`src/rtl/cdc_4phase_responder.sv`:
```
`default_nettype none
// ============================================================================
//  Module   : cdc_4phase_responder
//  Purpose  : Receives a 4-phase request from a remote clock domain, presents
//             it to a local valid/ready target, collects the target's
//             response, and returns it over an outbound 4-phase handshake.
//  Revision : 1.0  initial release
// ============================================================================
module cdc_4phase_responder #(
  parameter int REQ_W       = 41,
  parameter int RSP_W       = 34,
  parameter int SYNC_STAGES = 2
) (
  input  logic             clk_i,
  input  logic             rst_ni,
  input  logic             async_req_i,
  output logic             async_ack_o,
  input  logic [REQ_W-1:0] async_req_data_i,
  output logic [REQ_W-1:0] req_o,
  output logic             req_valid_o,
  input  logic             req_ready_i,
  input  logic [RSP_W-1:0] rsp_data_i,
  input  logic             rsp_valid_i,
  output logic             rsp_ready_o,
  output logic             async_rsp_req_o,
  input  logic             async_rsp_ack_i,
  output logic [RSP_W-1:0] async_rsp_data_o,
  output logic             busy_o
);

  typedef enum logic [2:0] {
    S_IDLE     = 3'd0,
    S_PRESENT  = 3'd1,
    S_REQ_REL  = 3'd2,
    S_WAIT_RSP = 3'd3,
    S_RSP_SEND = 3'd4,
    S_RSP_REL  = 3'd5
  } state_t;

  state_t                 r_state;
  state_t                 w_state_nxt;
  logic [SYNC_STAGES-1:0] r_req_sync;
  logic [SYNC_STAGES-1:0] r_ack_sync;
  logic [REQ_W-1:0]       r_req_q;
  logic [RSP_W-1:0]       r_rsp_data;
  logic                   r_ack;
  logic                   r_rsp_req;

  logic                   w_req_s;
  logic                   w_ack_s;
  logic                   w_cap_req;
  logic                   w_cap_rsp;
  logic                   w_ack_nxt;
  logic                   w_rsp_req_nxt;
  logic                   w_req_valid;
  logic                   w_rsp_ready;

  // Synchronizer chains: the raw async inputs are consumed only here.
  always_ff @(posedge clk_i or negedge rst_ni) begin
    if (!rst_ni) begin
      r_req_sync <= '0;
      r_ack_sync <= '0;
    end else begin
      r_req_sync <= {r_req_sync[SYNC_STAGES-2:0], async_req_i};
      r_ack_sync <= {r_ack_sync[SYNC_STAGES-2:0], async_rsp_ack_i};
    end
  end

  assign w_req_s = r_req_sync[SYNC_STAGES-1];
  assign w_ack_s = r_ack_sync[SYNC_STAGES-1];

  // State, handshake flops and payload captures.
  always_ff @(posedge clk_i or negedge rst_ni) begin
    if (!rst_ni) begin
      r_state    <= S_IDLE;
      r_req_q    <= '0;
      r_rsp_data <= '0;
      r_ack      <= 1'b0;
      r_rsp_req  <= 1'b0;
    end else begin
      r_state   <= w_state_nxt;
      r_ack     <= w_ack_nxt;
      r_rsp_req <= w_rsp_req_nxt;
      if (w_cap_req) r_req_q    <= async_req_data_i;
      if (w_cap_rsp) r_rsp_data <= rsp_data_i;
    end
  end

  // Next-state and handshake decode; PRESENT deliberately ignores req_s so an
  // accepted-but-unserviced request is never lost if the remote side drops it.
  always_comb begin
    w_state_nxt   = r_state;
    w_cap_req     = 1'b0;
    w_cap_rsp     = 1'b0;
    w_ack_nxt     = r_ack;
    w_rsp_req_nxt = r_rsp_req;
    w_req_valid   = 1'b0;
    w_rsp_ready   = 1'b0;
    case (r_state)
      S_IDLE: begin
        if (w_req_s) begin
          w_cap_req   = 1'b1;
          w_state_nxt = S_PRESENT;
        end
      end
      S_PRESENT: begin
        w_req_valid = 1'b1;
        if (req_ready_i) begin
          w_ack_nxt   = 1'b1;
          w_state_nxt = S_REQ_REL;
        end
      end
      S_REQ_REL: begin
        if (!w_req_s) begin
          w_ack_nxt   = 1'b0;
          w_state_nxt = S_WAIT_RSP;
        end
      end
      S_WAIT_RSP: begin
        w_rsp_ready = 1'b1;
        if (rsp_valid_i) begin
          w_cap_rsp     = 1'b1;
          w_rsp_req_nxt = 1'b1;
          w_state_nxt   = S_RSP_SEND;
        end
      end
      S_RSP_SEND: begin
        if (w_ack_s) begin
          w_rsp_req_nxt = 1'b0;
          w_state_nxt   = S_RSP_REL;
        end
      end
      S_RSP_REL: begin
        if (!w_ack_s) begin
          w_state_nxt = S_IDLE;
        end
      end
      default: begin
        w_ack_nxt     = 1'b0;
        w_rsp_req_nxt = 1'b0;
        w_state_nxt   = S_IDLE;
      end
    endcase
  end

  assign req_o            = r_req_q;
  assign req_valid_o      = w_req_valid;
  assign rsp_ready_o      = w_rsp_ready;
  assign async_ack_o      = r_ack;
  assign async_rsp_req_o  = r_rsp_req;
  assign async_rsp_data_o = r_rsp_data;
  assign busy_o           = (r_state != S_IDLE);

endmodule
`default_nettype wire

```
`config.mk`:
```
export PLATFORM = sky130hd
export DESIGN_NAME = cdc_4phase_responder
export DESIGN_NICKNAME = d
export VERILOG_FILES = /design/src/rtl/cdc_4phase_responder.sv
export SDC_FILE = /design/constraint.sdc
export NUM_CORES = 1
export LEC_CHECK = 0
export ABC_AREA = 1
export CAP_MARGIN = 15
export CORE_MARGIN = 2
export CORE_UTILIZATION = 42
export CTS_BUF_LIST = sky130_fd_sc_hd__clkbuf_4 sky130_fd_sc_hd__clkbuf_8
export DETAILED_ROUTE_END_ITERATION = 12
export GPL_TIMING_DRIVEN = 1
export PLACE_DENSITY = 0.82
export SLEW_MARGIN = 20
export SYNTH_ARGS = -nofsm -noshare
export SYNTH_HDL_FRONTEND = slang
export SYNTH_SLANG_ARGS = --single-unit
```
`constraint.sdc`:
```
create_clock -name clk_i -period 1.5 [get_ports clk_i]
set_input_delay 0.15 -clock clk_i [delete_from_list [all_inputs] [get_ports clk_i]]
set_output_delay 0.15 -clock clk_i [all_outputs]
set_load 0.01 [all_outputs]
```
# After elaboration in Yosys (flattened, before gate mapping)
# Index checks and enable logic that the tools add are counted.
[classes] multipliers=0 n_addsub=0 mux=19 n_reduce_logical=7 n_bitwise=2 n_eq_ne=11 magnitude_cmp=0 shifts=0 div=0
[ops] cell="3-bit 2-to-1 mux" n=6
[ops] cell="3-bit case mux with 6 select lines" n=1
[ops] cell="2-bit inequality test (second input constant)" n=6
[ops] cell="1-bit 2-to-1 mux" n=10
[ops] cell="4-bit OR reduction" n=2
[ops] cell="3-bit by 2-bit equality test with 1-bit output (second input constant)" n=2
[ops] cell="3-bit equality test (second input constant)" n=2
[ops] cell="1-bit case mux with 3 select lines" n=2
[ops] cell="3-bit AND reduction" n=2
[ops] cell="6-bit AND reduction" n=1
[ops] cell="3-bit by 1-bit equality test with 1-bit output (second input constant)" n=1
[ops] cell="3-bit zero test" n=1
[ops] cell="3-bit nonzero test" n=1
[ops] cell="1-bit NOT" n=2
[totals] inputBits=81 ram_bits=0 latch_bits=0 wordCells=46 ff_bits=84 rom_bits=0 output_inout_bits=80 n_memories=0

# Longest topological paths before layout
[logic_depth] word_depth=4 mapped_depth=9 depth_no_buf=8

# Worst setup path before layout
# No wires, ideal clock.
[synth_timing] path_type="register to register" start="reg r_state[2]" end="reg r_req_q[0], in the netlist req_o[0]" arrival_ps=1182 setup_slack_ps=193 path_stages_with_launch=6 required_time_ps=1375 synth_period_minus_slack_ps=1307 setup_ps=125 n_path_buf=2 path_cell_list="dfrtp_1 buf_6 nor2_8 nand3_4 buf_6 mux2_4"
[synth_via] elab_chain_len=2
[synth_lines] item="from (decl)" line_no="40" source="state_t r_state;"
[synth_lines] item="from (signal assigned)" line_no="81" source="r_state <= w_state_nxt;"
[synth_lines] item="3-bit zero test" line_no="99" source="case (r_state)"
[synth_lines] item="1-bit 2-to-1 mux" line_no="99"
[synth_lines] item="to (signal assigned)" line_no="84" source="if (w_cap_req) r_req_q <= async_req_data_i;"
[synth_lines] item="to (decl)" line_no="44" source="logic [REQ_W-1:0] r_req_q;"
# Every way passes these cells.
# A chain may end at the register's enable or synchronous reset.

# Worst setup path after layout
[layout_timing] start="reg r_state[0]" end="reg r_req_q[15], in the netlist req_o[15]"
# Same word-level chain as after synthesis.

==> impl_metrics.env <==
export IMPL_core_area_sq_um=8090
export IMPL_routed_via_density=4.60
export IMPL_n_antenna_cell=0
export IMPL_grtUsageTotal_pct=19.3
export IMPL_hold_worst_slack_ns=0.226
export IMPL_htree_num_levels=3
export IMPL_yosysWarnings=0
export IMPL_slowest_delay_ns=0.47
export IMPL_cts_tree="yes"
export IMPL_slew_headroom_pct=80.8
export IMPL_drt_iter0_drc=104
export IMPL_cp_start_kind="register"
export IMPL_synth_cells=291
export IMPL_io_buffers=160
export IMPL_crit_slowest_cell="dfrtp_2"
export IMPL_end_kind="register"
export IMPL_status="complete, no violations"
export IMPL_cts_sinks=84
export IMPL_pwr_share_clk_pct=15.4
export IMPL_syn_nets=372
export IMPL_postCtsSetupRepairBufs=0
export IMPL_worst_pin_slew_ns=0.288
export IMPL_internal_power_mw=7.65
export IMPL_clk_pin_slew_worst_paths_ns=0.09
export IMPL_yosys_most_used_dff="dfrtp_1"
export IMPL_async_flop_share_pct=100
export IMPL_die_y_microns=94.7
export IMPL_wirelength_microns=8500
export IMPL_gp_congestion=0.748
export IMPL_synth_area_sq_um=3460
export IMPL_grt_pass1_vias=2720
export IMPL_tns_ns=0
export IMPL_insertion_delay_ns=0.34
export IMPL_grt_max_degree=30
export IMPL_power_leakage_nw=2.67
export IMPL_start_util_pct=42.7
export IMPL_power_density_nw_per_um2=2050
export IMPL_nets=547
export IMPL_crit_fanout=15
export IMPL_finalSetupViolCount=0
export IMPL_rsz0062_at_grt="no"
export IMPL_dieArea_sq_um=8980
export IMPL_antenna_found_initial=0
export IMPL_fmax_mhz=693
export IMPL_synth_top_area_share_pct=60.8
export IMPL_synth_top_family_by_area="multiplexers"
export IMPL_synthTopCellsByArea="dfrtp_1 (61%), mux2_4 (17%), nand2_1 (13%), buf_6 (1.6%), nand3_1 (1.2%)"
export IMPL_synth_most_common_cell="nand2_1"
export IMPL_period_share_pct=96.1
export IMPL_drive_gt1_share_pct=18.9
export IMPL_fp_row_count=33
export IMPL_ant_nets=0
export IMPL_p_comb_share_pct=49.3
export IMPL_grt_overflow_total=0
export IMPL_dp_hpwl_microns=6330
export IMPL_finalClockSkew_ns=0.00899
export IMPL_required_ns=1.72
export IMPL_maxCapViolations=0
export IMPL_synth_avg_cell_area_sq_um=11.9
export IMPL_route_detailed_drc=0
export IMPL_fin_cells=575
export IMPL_slew_viol_final=0
export IMPL_synth_compound_gate_area_share_pct=0.832
export IMPL_synth_seq_cells=84
export IMPL_switching_share_pct=32.0
export IMPL_cts_made_buffers=9
export IMPL_num_vias=2645
export IMPL_synth_area_leader_cell="dfrtp_1"
export IMPL_synth_edf_count=0
export IMPL_synth_xor_area_share_pct=0
export IMPL_min_period_ns=1.44
export IMPL_cp_data_arrival_time_ns=1.66
export IMPL_switchingPower_mw=3.59
export IMPL_synthDistinctLibCells=19
export IMPL_ir_worst_vdd_mv=0.879
export IMPL_clk_path_buf_depth=2
export IMPL_wl_per_cell_microns=14.8
export IMPL_final_hold_viol_count=0
export IMPL_die_width_microns=94.7
export IMPL_dp_cells=559
export IMPL_syn_to_final_growth_pct=58.8
export IMPL_synth_adder_area_share_pct=0
export IMPL_synth_yosys_seq_area_share_pct=60.8
export IMPL_place_ws_ns=0.0247
export IMPL_worst_slack_ns=0.0579
export IMPL_root_buffer="clkbuf_8"
export IMPL_first_pass_iters=4
export IMPL_grt_pass1_wl_microns=13300
export IMPL_synth_common_cells="nand2_1 (117), dfrtp_1 (84), mux2_4 (40), inv_1 (9), nand3_1 (8)"
export IMPL_criticalPathCategory="reg2reg"
export IMPL_power_frac_seq_pct=35.3
export IMPL_cp_cell_sequence="nor2_8, nand3_4, buf_12, mux2_4"
export IMPL_synth_simple_area_share_pct=16.5
export IMPL_hold_class="in2async"
export IMPL_pin_count=161
export IMPL_muxShareOfSynthArea_pct=17.7
-- stage by stage --
stage | utilization [%] | total power, mW | cell area [sq um]
after floorplan | - | 6.60 | 3460
after global placement | 65.1 | 9.35 | 5270
after detailed placement | 65.1 | 9.54 | 5270
after CTS | 67.8 | 11.3 | 5490
after global routing | 67.9 | 11.9 | 5490
final | 67.9 | 11.2 | 5490
-- state kept, by name (all words and copies together), names as in the netlist --
signal / count
r_req_sync: 2
r_state: 3
r_ack_sync: 2
async_rsp_data_o: 34
async_rsp_req_o: 1
req_o: 41
async_ack_o: 1
-- layout by cell type (no fill, tap or decap), drive strengths merged --
master,instances
clkdlybuf4s50,156
nand2,119
dfrtp,84
mux2,41
buf,20
inv,11
clkbuf,9
nand3,9
nor2,7
clkinv,3
nor3,2
a21oi,2
o21ai,2
bufinv,2
a22o,1
clkinvlp,1
dlygate4sd3,1
-- final timing paths --
kind / from / end / slack (ns) / cells past startpoint
min in group clk_i: async_rsp_ack_i / r_ack_sync[0] / 0.26 / 1
setup / recovery: r_state[0] / req_o[15] / 0.06 / 4
setup reg to reg: r_state[0] / req_o[15] / 0.06 / 4
max in group asynchronous: rst_ni / async_rsp_data_o[31] / 0.72 / 3
hold reg to reg: r_ack_sync[0] / r_ack_sync[1] / 0.35 / 0
hold / removal: rst_ni / req_o[23] / 0.23 / 2
-- what timing repair did --
item | in CTS | in global routing
endpoints found under the hold margin | 48 | 0
gates resized for setup | 12 | 7
pin swaps | 0 | 1
hold buffers | 1 | 0
setup endpoints to repair | 3 | 4
-- area by class of cell --
cell class,instances,area [sq um]
Timing Repair Buffer,177,1780
Clock buffer,9,124
Sequential cell,84,2110
Multi-Input combinational cell,183,1220
Fill cell,616,2600
Tap cell,105,131
Clock inverter,6,90.1
Inverter,11,41.3
-- power by group through the flow --
stage	clock [mW]	sequential, mW	combinational [mW]
2_1_floorplan	0	4.34	2.26
3_3_place_gp	0	3.93	5.41
3_5_place_dp	0	3.97	5.58
4_1_cts	1.79	3.96	5.57
5_1_grt	1.90	4.10	5.95
6_report	1.73	3.97	5.54
-- critical path, delay by kind of cell, from the launching register on --
family,cells,cell delay [ns]
flops,1,0.47
simple gates,2,0.32
buf+inv,1,0.23
mux,1,0.30
-- logic make-up after synthesis --
group,Yosys count
flip-flops,84
buffers and inverters,24
AO/OA/AOI/OAI,5
multiplexers,41
AND/OR/NAND/NOR,137
-- layer usage --
metal | part of all wire [%] | global-route usage (%)
met5 | 0 | 0
met4 | 1.4 | 7.25
met3 | 6.2 | 5.51
met2 | 51 | 31.7
met1 | 41 | 24.2
Note: power is estimated with default switching activity, not from simulation.
